## src/rtl/bc_ctrl_pkg.sv

```systemverilog
// Shared constants and the control-word type for the Basic Computer control unit.
// Bus selects, ALU codes, opcodes and register-reference bit positions live here.
package bc_ctrl_pkg;

  localparam logic [2:0] BUS_NONE = 3'd0;
  localparam logic [2:0] BUS_AR   = 3'd1;
  localparam logic [2:0] BUS_PC   = 3'd2;
  localparam logic [2:0] BUS_DR   = 3'd3;
  localparam logic [2:0] BUS_AC   = 3'd4;
  localparam logic [2:0] BUS_IR   = 3'd5;
  localparam logic [2:0] BUS_TR   = 3'd6;
  localparam logic [2:0] BUS_M    = 3'd7;

  localparam logic [2:0] ALU_AND = 3'd0;
  localparam logic [2:0] ALU_ADD = 3'd1;
  localparam logic [2:0] ALU_DR  = 3'd2;
  localparam logic [2:0] ALU_CMA = 3'd3;
  localparam logic [2:0] ALU_CIR = 3'd4;
  localparam logic [2:0] ALU_CIL = 3'd5;
  localparam logic [2:0] ALU_AC  = 3'd6;

  localparam logic [2:0] OP_AND = 3'd0;
  localparam logic [2:0] OP_ADD = 3'd1;
  localparam logic [2:0] OP_LDA = 3'd2;
  localparam logic [2:0] OP_STA = 3'd3;
  localparam logic [2:0] OP_BUN = 3'd4;
  localparam logic [2:0] OP_BSA = 3'd5;
  localparam logic [2:0] OP_ISZ = 3'd6;
  localparam logic [2:0] OP_IO  = 3'd7;

  localparam int RR_CLA = 11;
  localparam int RR_CLE = 10;
  localparam int RR_CMA = 9;
  localparam int RR_CME = 8;
  localparam int RR_CIR = 7;
  localparam int RR_CIL = 6;
  localparam int RR_INC = 5;
  localparam int RR_SPA = 4;
  localparam int RR_SNA = 3;
  localparam int RR_SZA = 2;
  localparam int RR_SZE = 1;
  localparam int RR_HLT = 0;

  localparam logic [3:0] SC_ILLEGAL = 4'hF;

  // One cycle's worth of datapath controls plus the unit's own housekeeping strobes.
  typedef struct packed {
    logic [2:0] bus;
    logic [2:0] alu;
    logic       we_ar, rst_ar, inc_ar;
    logic       we_pc, rst_pc, inc_pc;
    logic       we_dr, rst_dr, inc_dr;
    logic       we_ac, rst_ac, inc_ac;
    logic       we_ir, rst_ir, inc_ir;
    logic       we_tr, rst_tr, inc_tr;
    logic       we_m;
    logic       we_co, rst_co, cmp_co;
    logic       set_ien, rst_ien;
    logic       clr;
    logic       hlt;
    logic       clr_r;
  } ctrl_t;

endpackage

```

## src/rtl/basic_control_unit_seq_counter.sv

```systemverilog
// bc_seq_counter: 4-bit timing sequence counter with async active-low reset,
// synchronous clear (priority) and count enable.
module bc_seq_counter (
  input  logic       i_clk,
  input  logic       i_rst_n,
  input  logic       i_clr,
  input  logic       i_en,
  output logic [3:0] o_sc
);

  logic [3:0] r_sc;

  always_ff @(posedge i_clk or negedge i_rst_n) begin
    if (!i_rst_n)  r_sc <= 4'd0;
    else if (i_clr) r_sc <= 4'd0;
    else if (i_en)  r_sc <= r_sc + 4'd1;
  end

  assign o_sc = r_sc;

endmodule

```

## src/rtl/basic_control_unit.sv

```systemverilog
// Hardwired control unit for the Mano Basic Computer: fetch, decode, indirect, execute.
// Define INTERRUPT_EN to enable the interrupt cycle and the ION/IOF instructions.
module basic_control_unit
  import bc_ctrl_pkg::*;
#(
  parameter int WORD    = 16,
  parameter int ADDRESS = 12
) (
  input  logic            clk,
  input  logic            reset_n,
  input  logic [WORD-1:0] IR_IN,
  input  logic            STATUS_AC_N,
  input  logic            STATUS_AC_Z,
  input  logic            STATUS_DR_Z,
  input  logic            STATUS_IEN,
  input  logic            E_IN,
  input  logic            irq,
  output logic [2:0]      select_BUS,
  output logic [2:0]      select_ALU,
  output logic            write_enable_AR, reset_AR, incr_AR,
  output logic            write_enable_PC, reset_PC, incr_PC,
  output logic            write_enable_DR, reset_DR, incr_DR,
  output logic            write_enable_AC, reset_AC, incr_AC,
  output logic            write_enable_IR, reset_IR, incr_IR,
  output logic            write_enable_TR, reset_TR, incr_TR,
  output logic            write_enable_M,
  output logic            write_enable_CO, reset_CO, cmp_CO,
  output logic            SET_IEN, RESET_IEN,
  output logic [3:0]      sc,
  output logic            halted
);

  logic [3:0]         w_sc;
  logic [3:0]         w_step;
  logic [2:0]         w_opcode;
  logic [ADDRESS-1:0] w_rr;
  logic               w_active;
  logic               w_rotate;
  logic               r_i;
  logic               r_halted;
  logic               r_r;
  ctrl_t              w_ctrl;
  ctrl_t              w_out;

  assign w_opcode = IR_IN[WORD-2 -: 3];
  assign w_rr     = IR_IN[ADDRESS-1:0];
  assign w_active = reset_n & ~r_halted;
  // An indirect fetch costs one extra settle cycle, so execute steps start one later.
  assign w_step   = w_sc - {3'b000, r_i} - 4'd4;

  bc_seq_counter u_sc (
    .i_clk   (clk),
    .i_rst_n (reset_n),
    .i_clr   (w_out.clr),
    .i_en    (w_active),
    .o_sc    (w_sc)
  );

  always_comb begin
    w_ctrl   = '0;
    w_rotate = 1'b0;
    if (w_sc == SC_ILLEGAL) begin
      w_ctrl.clr = 1'b1;
    end else if (r_r && w_sc <= 4'd2) begin
      case (w_sc)
        4'd0: begin w_ctrl.rst_ar = 1'b1; w_ctrl.bus = BUS_PC; w_ctrl.we_tr = 1'b1; end
        4'd1: begin w_ctrl.bus = BUS_TR; w_ctrl.we_m = 1'b1; w_ctrl.rst_pc = 1'b1; end
        default: begin
          w_ctrl.inc_pc  = 1'b1;
          w_ctrl.rst_ien = 1'b1;
          w_ctrl.clr_r   = 1'b1;
          w_ctrl.clr     = 1'b1;
        end
      endcase
    end else begin
      case (w_sc)
        4'd0: begin w_ctrl.bus = BUS_PC; w_ctrl.we_ar = 1'b1; end
        4'd1: begin w_ctrl.bus = BUS_M; w_ctrl.we_ir = 1'b1; w_ctrl.inc_pc = 1'b1; end
        4'd2: begin w_ctrl.bus = BUS_IR; w_ctrl.we_ar = 1'b1; end
        4'd3: begin
          if (w_opcode != OP_IO) begin
            if (r_i) begin w_ctrl.bus = BUS_M; w_ctrl.we_ar = 1'b1; end
          end else if (!r_i) begin
            if (w_rr[RR_CLA])      w_ctrl.rst_ac = 1'b1;
            else if (w_rr[RR_CMA]) begin w_ctrl.alu = ALU_CMA; w_ctrl.we_ac = 1'b1; end
            else if (w_rr[RR_CIR]) begin w_ctrl.alu = ALU_CIR; w_ctrl.we_ac = 1'b1; w_rotate = 1'b1; end
            else if (w_rr[RR_CIL]) begin w_ctrl.alu = ALU_CIL; w_ctrl.we_ac = 1'b1; w_rotate = 1'b1; end
            else if (w_rr[RR_INC]) w_ctrl.inc_ac = 1'b1;
            if (w_rr[RR_CLE])      w_ctrl.rst_co = 1'b1;
            else if (w_rr[RR_CME]) w_ctrl.cmp_co = 1'b1;
            else if (w_rotate)     w_ctrl.we_co  = 1'b1;
            w_ctrl.inc_pc = (w_rr[RR_SPA] & ~STATUS_AC_N) | (w_rr[RR_SNA] & STATUS_AC_N) |
                            (w_rr[RR_SZA] & STATUS_AC_Z)  | (w_rr[RR_SZE] & ~E_IN);
            w_ctrl.hlt = w_rr[RR_HLT];
            w_ctrl.clr = 1'b1;
          end else begin
`ifdef INTERRUPT_EN
            w_ctrl.set_ien = (IR_IN == 16'hF080);
            w_ctrl.rst_ien = (IR_IN == 16'hF040);
`endif
            w_ctrl.clr = 1'b1;
          end
        end
        default: begin
          if (w_opcode == OP_IO) begin
            w_ctrl.clr = 1'b1;
          end else if (!(r_i && w_sc == 4'd4)) begin
            case (w_opcode)
              OP_AND, OP_ADD, OP_LDA: begin
                if (w_step == 4'd0) begin
                  w_ctrl.bus = BUS_M; w_ctrl.we_dr = 1'b1;
                end else begin
                  w_ctrl.alu   = (w_opcode == OP_AND) ? ALU_AND :
                                 (w_opcode == OP_ADD) ? ALU_ADD : ALU_DR;
                  w_ctrl.we_ac = (w_step == 4'd1);
                  w_ctrl.we_co = (w_step == 4'd1) && (w_opcode == OP_ADD);
                  w_ctrl.clr   = 1'b1;
                end
              end
              OP_STA: begin w_ctrl.bus = BUS_AC; w_ctrl.we_m = 1'b1; w_ctrl.clr = 1'b1; end
              OP_BUN: begin w_ctrl.bus = BUS_AR; w_ctrl.we_pc = 1'b1; w_ctrl.clr = 1'b1; end
              OP_BSA: begin
                if (w_step == 4'd0) begin
                  w_ctrl.bus = BUS_PC; w_ctrl.we_m = 1'b1; w_ctrl.inc_ar = 1'b1;
                end else begin
                  w_ctrl.bus = BUS_AR; w_ctrl.we_pc = 1'b1; w_ctrl.clr = 1'b1;
                end
              end
              default: begin
                case (w_step)
                  4'd0: begin w_ctrl.bus = BUS_M; w_ctrl.we_dr = 1'b1; end
                  4'd1: w_ctrl.inc_dr = 1'b1;
                  4'd2: begin
                    w_ctrl.bus    = BUS_DR;
                    w_ctrl.we_m   = 1'b1;
                    w_ctrl.inc_pc = STATUS_DR_Z;
                    w_ctrl.clr    = 1'b1;
                  end
                  default: w_ctrl.clr = 1'b1;
                endcase
              end
            endcase
          end
        end
      endcase
    end
  end

  assign w_out = w_active ? w_ctrl : '0;

  always_ff @(posedge clk or negedge reset_n) begin
    if (!reset_n) begin
      r_i      <= 1'b0;
      r_halted <= 1'b0;
    end else begin
      if (w_active && !r_r && w_sc == 4'd2) r_i <= IR_IN[WORD-1];
      if (w_out.hlt) r_halted <= 1'b1;
    end
  end

`ifdef INTERRUPT_EN
  // Requests are only sampled outside T0-T2 so an in-flight fetch is never split.
  always_ff @(posedge clk or negedge reset_n) begin
    if (!reset_n)         r_r <= 1'b0;
    else if (w_out.clr_r) r_r <= 1'b0;
    else if (w_active && w_sc > 4'd2 && STATUS_IEN && irq) r_r <= 1'b1;
  end
`else
  logic w_unused_irq;
  assign w_unused_irq = irq ^ STATUS_IEN ^ w_out.clr_r;

  always_ff @(posedge clk or negedge reset_n) begin
    if (!reset_n) r_r <= 1'b0;
    else          r_r <= 1'b0;
  end
`endif

  assign select_BUS      = w_out.bus;
  assign select_ALU      = w_out.alu;
  assign write_enable_AR = w_out.we_ar;
  assign reset_AR        = w_out.rst_ar;
  assign incr_AR         = w_out.inc_ar;
  assign write_enable_PC = w_out.we_pc;
  assign reset_PC        = w_out.rst_pc;
  assign incr_PC         = w_out.inc_pc;
  assign write_enable_DR = w_out.we_dr;
  assign reset_DR        = w_out.rst_dr;
  assign incr_DR         = w_out.inc_dr;
  assign write_enable_AC = w_out.we_ac;
  assign reset_AC        = w_out.rst_ac;
  assign incr_AC         = w_out.inc_ac;
  assign write_enable_IR = w_out.we_ir;
  assign reset_IR        = w_out.rst_ir;
  assign incr_IR         = w_out.inc_ir;
  assign write_enable_TR = w_out.we_tr;
  assign reset_TR        = w_out.rst_tr;
  assign incr_TR         = w_out.inc_tr;
  assign write_enable_M  = w_out.we_m;
  assign write_enable_CO = w_out.we_co;
  assign reset_CO        = w_out.rst_co;
  assign cmp_CO          = w_out.cmp_co;
  assign SET_IEN         = w_out.set_ien;
  assign RESET_IEN       = w_out.rst_ien;
  assign sc              = w_sc;
  assign halted          = r_halted;

endmodule

```

## config.mk

```make
export PLATFORM = sky130hd
export DESIGN_NAME = basic_control_unit
export DESIGN_NICKNAME = d
export VERILOG_FILES = /design/src/rtl/bc_ctrl_pkg.sv /design/src/rtl/basic_control_unit_seq_counter.sv /design/src/rtl/basic_control_unit.sv
export SDC_FILE = /design/constraint.sdc
export NUM_CORES = 1
export LEC_CHECK = 0
export ABC_AREA = 1
export CAP_MARGIN = 10
export CORE_ASPECT_RATIO = 1.25
export CORE_MARGIN = 1.5
export CORE_UTILIZATION = 35
export DETAILED_ROUTE_END_ITERATION = 6
export GPL_TIMING_DRIVEN = 0
export PLACE_DENSITY = 0.74
export SKIP_CTS_REPAIR_TIMING = 1
export SYNTH_ARGS = -nofsm -noshare
export SYNTH_HDL_FRONTEND = slang
export SYNTH_SLANG_ARGS = --single-unit
```

## constraint.sdc

```tcl
create_clock -name clk -period 4.5 [get_ports clk]
set_clock_uncertainty 0.15 [all_clocks]
set_input_delay 1.35 -clock clk [delete_from_list [all_inputs] [get_ports clk]]
set_output_delay 1.35 -clock clk [all_outputs]
set_load 0.005 [all_outputs]
```

==> impl_results.md <==
* Status: completed
* Most frequent cell on the critical path: nor2_4
* Flops & latches, synth at 6
* Slowest cell on the critical path: clkdlybuf4s50_1
* Clock latency at the later pin of the worst-skew pair at 230 ps
* Fmax at 0.228 GHz
* Hold path cells at 2
* Setup Crit Path Kind: input port to output pin
* PnR worst setup slack at 116 ps
* YS warnings at 0
* Req. time, crit path at 3000 ps
* Starting density of the core at 0.368
* Die Ht at 67.8 um
* Number of max-cap violations at 0
* CP cell instances: clkbuf_4 > nand2_4 > nor2_4 > inv_2 > nor2_4 > nand2_2 > nor2_4 > nand2_2 > nor3_4 > buf_4 > clkdlybuf4s50_1
* CP Launch Type: input port
* WP data arrival at 2880 ps
* Final setup violation count at 0
* Unique masters post-synth at 28
* Rows at 23
* Post-DRT Antenna Nets at 0
* Synth Cell Area at 1170 um2
* Synthesized area per cell at 5.93 um2
* Area after DPL at 1720 um2
* Vias in the first global route at 1240
* Num Clock Sinks at 6
* Maximum vdd ir drop at 0.122 mV
* Input/output buffers at 46
* Critical path's largest stage delay at 480 ps
* DR vias at 1353
* Dpl ws at -723 ps
* Cell family contributing the most delay on the critical path: buffers and inverters
* Mapped Cells at 198
* Vias/cell at 4.51
* Largest net degree at the start of global routing at 11
* Crit Path Max Fanout at 6
* Sequential area share after synthesis at 0.128
* RD Place Congestion at 0.835
* Type of the tightest min-delay check: register to register
* Die Area at 3720 um2
* Commonest cells after routing, fill and taps aside: clkdlybuf4s50_1, nand2_1, nor2_1
* Reg-to-Reg End: u_sc.o_sc[1]$_DFFE_PN0P_
* R2R setup slack at 1920 ps
* Routed wire per std cell at 10.5 um
* Crit. End Element: output pin
* Core footprint at 3190 um2
* Final Cell Area at 1870 um2
* Residual DRC count at 0
* CTS root buf: clkbuf_8
* Initial antenna violation count at 0
* Final core occ at 0.585
* Final slew viol count at 0
* H-tree depth at 1
* Commonest non-fill, non-tap cell in the layout: clkdlybuf4s50_1
* CTS buffer count at 3
* Number of hold-slack violations in the final timing report at 0
* Final #Nets at 297
* HPWL Detailed at 2470 um
* ANT cells at 0
* Final Cycle Share at 0.974
* P&R area growth vs syn at 59.1%
* Final wirelength at 3150 um
* Share of layout cells above drive strength 1 at 0.274
* Lkg Pwr at 1.00 nW
* Clk buf depth at 2
* First-pass GRT wire length at 4970 um
* Global route overflow at 0
* Die outline width at 54.8 um
* Total GRT Usage at 0.179
* Clock Pin Slew Worst Setup and Hold Paths at 40 ps
* CTS tree: done
* Initial DRC Count at 15
* Hold Path Sink: halted$_DFFE_PN0P_
* R2r startpoint: u_sc.o_sc[0]$_DFFE_PN0P_
* Drt first pass iters at 4
* Final min period at 4380 ps
* FF-to-FF path depth at 16
* Pwr/cell area at 99.4 nW/um2
* Crit path buffers/inverters at 4
* Hold Startpoint: halted$_DFFE_PN0P_
* Top Ports at 59
through the flow:
| step | hold WS [ps] | setup TNS [ps] | power (mW) | instances |
|---|---|---|---|---|
| after global placement | 324 | -10590 | 0.102 | 290 |
| after global routing | 347 | -17.7 | 0.201 | 300 |
| after floorplan | 322 | 0 | 0.0784 | 207 |
| after detailed placement | 322 | -10800 | 0.103 | 290 |
| after CTS | 341 | -10760 | 0.186 | 293 |
| final | 340 | 0 | 0.186 | 300 |
worst min-delay path: cells and delay by family, from the launching register on:
kind	cells	cell delay, ps
buffers and inverters	1	50
and+or+nand+nor	1	70
DFF	1	330
state kept, by name, summed over array words and instances (netlist names):
signal and cells:
r_i 1, u_sc.o_sc 4, halted 1
power breakdown:
group	switching (mW)	internal [mW]
clock network	0.0231	0.0574
logic	0.0231	0.0278
registers	0	0.0543
area by class of cell:
class | instances | area, um2
Tap cell | 37 | 46.3
Sequential cell | 6 | 150
Buffer | 17 | 131
Timing Repair Buffer | 53 | 508
Inverter | 33 | 124
Multi-Input combinational cell | 151 | 868
Fill cell | 305 | 1330
Clock buffer | 3 | 41.3
synthesized netlist by cell type (all sizes together):
| cell type | instances | share of area |
|---|---|---|
| nand2 | 44 | 0.15 |
| nor2 | 41 | 0.16 |
| inv | 33 | 0.11 |
| buf | 17 | 0.11 |
| nand3 | 13 | 0.060 |
| a21oi | 10 | 0.043 |
| o21ai | 9 | 0.038 |
| ha | 7 | 0.075 |
| dfrtp | 6 | 0.13 |
| nor3 | 6 | 0.044 |
| nand4 | 3 | 0.016 |
| xor2 | 2 | 0.015 |
| a211oi | 1 | 0.011 |
| a31oi | 1 | 0.0053 |
| conb | 1 | 0.0032 |
| fa | 1 | 0.017 |
| nor3b | 1 | 0.0064 |
| nor4 | 1 | 0.0053 |
| o2111ai | 1 | 0.0075 |
metal layers:
layer / share of wire / up-vias / track usage
met5: 0 / - / 0
met1: 0.42 / 590 / 0.201
li1: - / 730 / -
met4: 0.016 / 0 / 0.0906
met2: 0.52 / 28 / 0.323
met3: 0.036 / 5 / 0.0155
how the worst max path moves through the flow:
stage / to / start / cells after the start / slack, ps
final: select_ALU[2] / IR_IN[12] / 11 / 120
after global routing: select_ALU[1] / IR_IN[13] / 11 / -10
after CTS: select_BUS[0] / reset_n / 9 / -720
after detailed placement: select_BUS[0] / reset_n / 9 / -720
after global placement: select_BUS[0] / reset_n / 9 / -730
after floorplan: select_BUS[0] / reset_n / 7 / 740
cells by family after synthesis:
family,after synthesis,synth area share
compound gates,22,0.104
xor+xnor,2,0.0149
fa+ha+maj,8,0.0916
buf+inv,50,0.217
flops,6,0.128
other cells,1,0.00319
simple gates,109,0.441
Power figures use the tool's default switching activity.
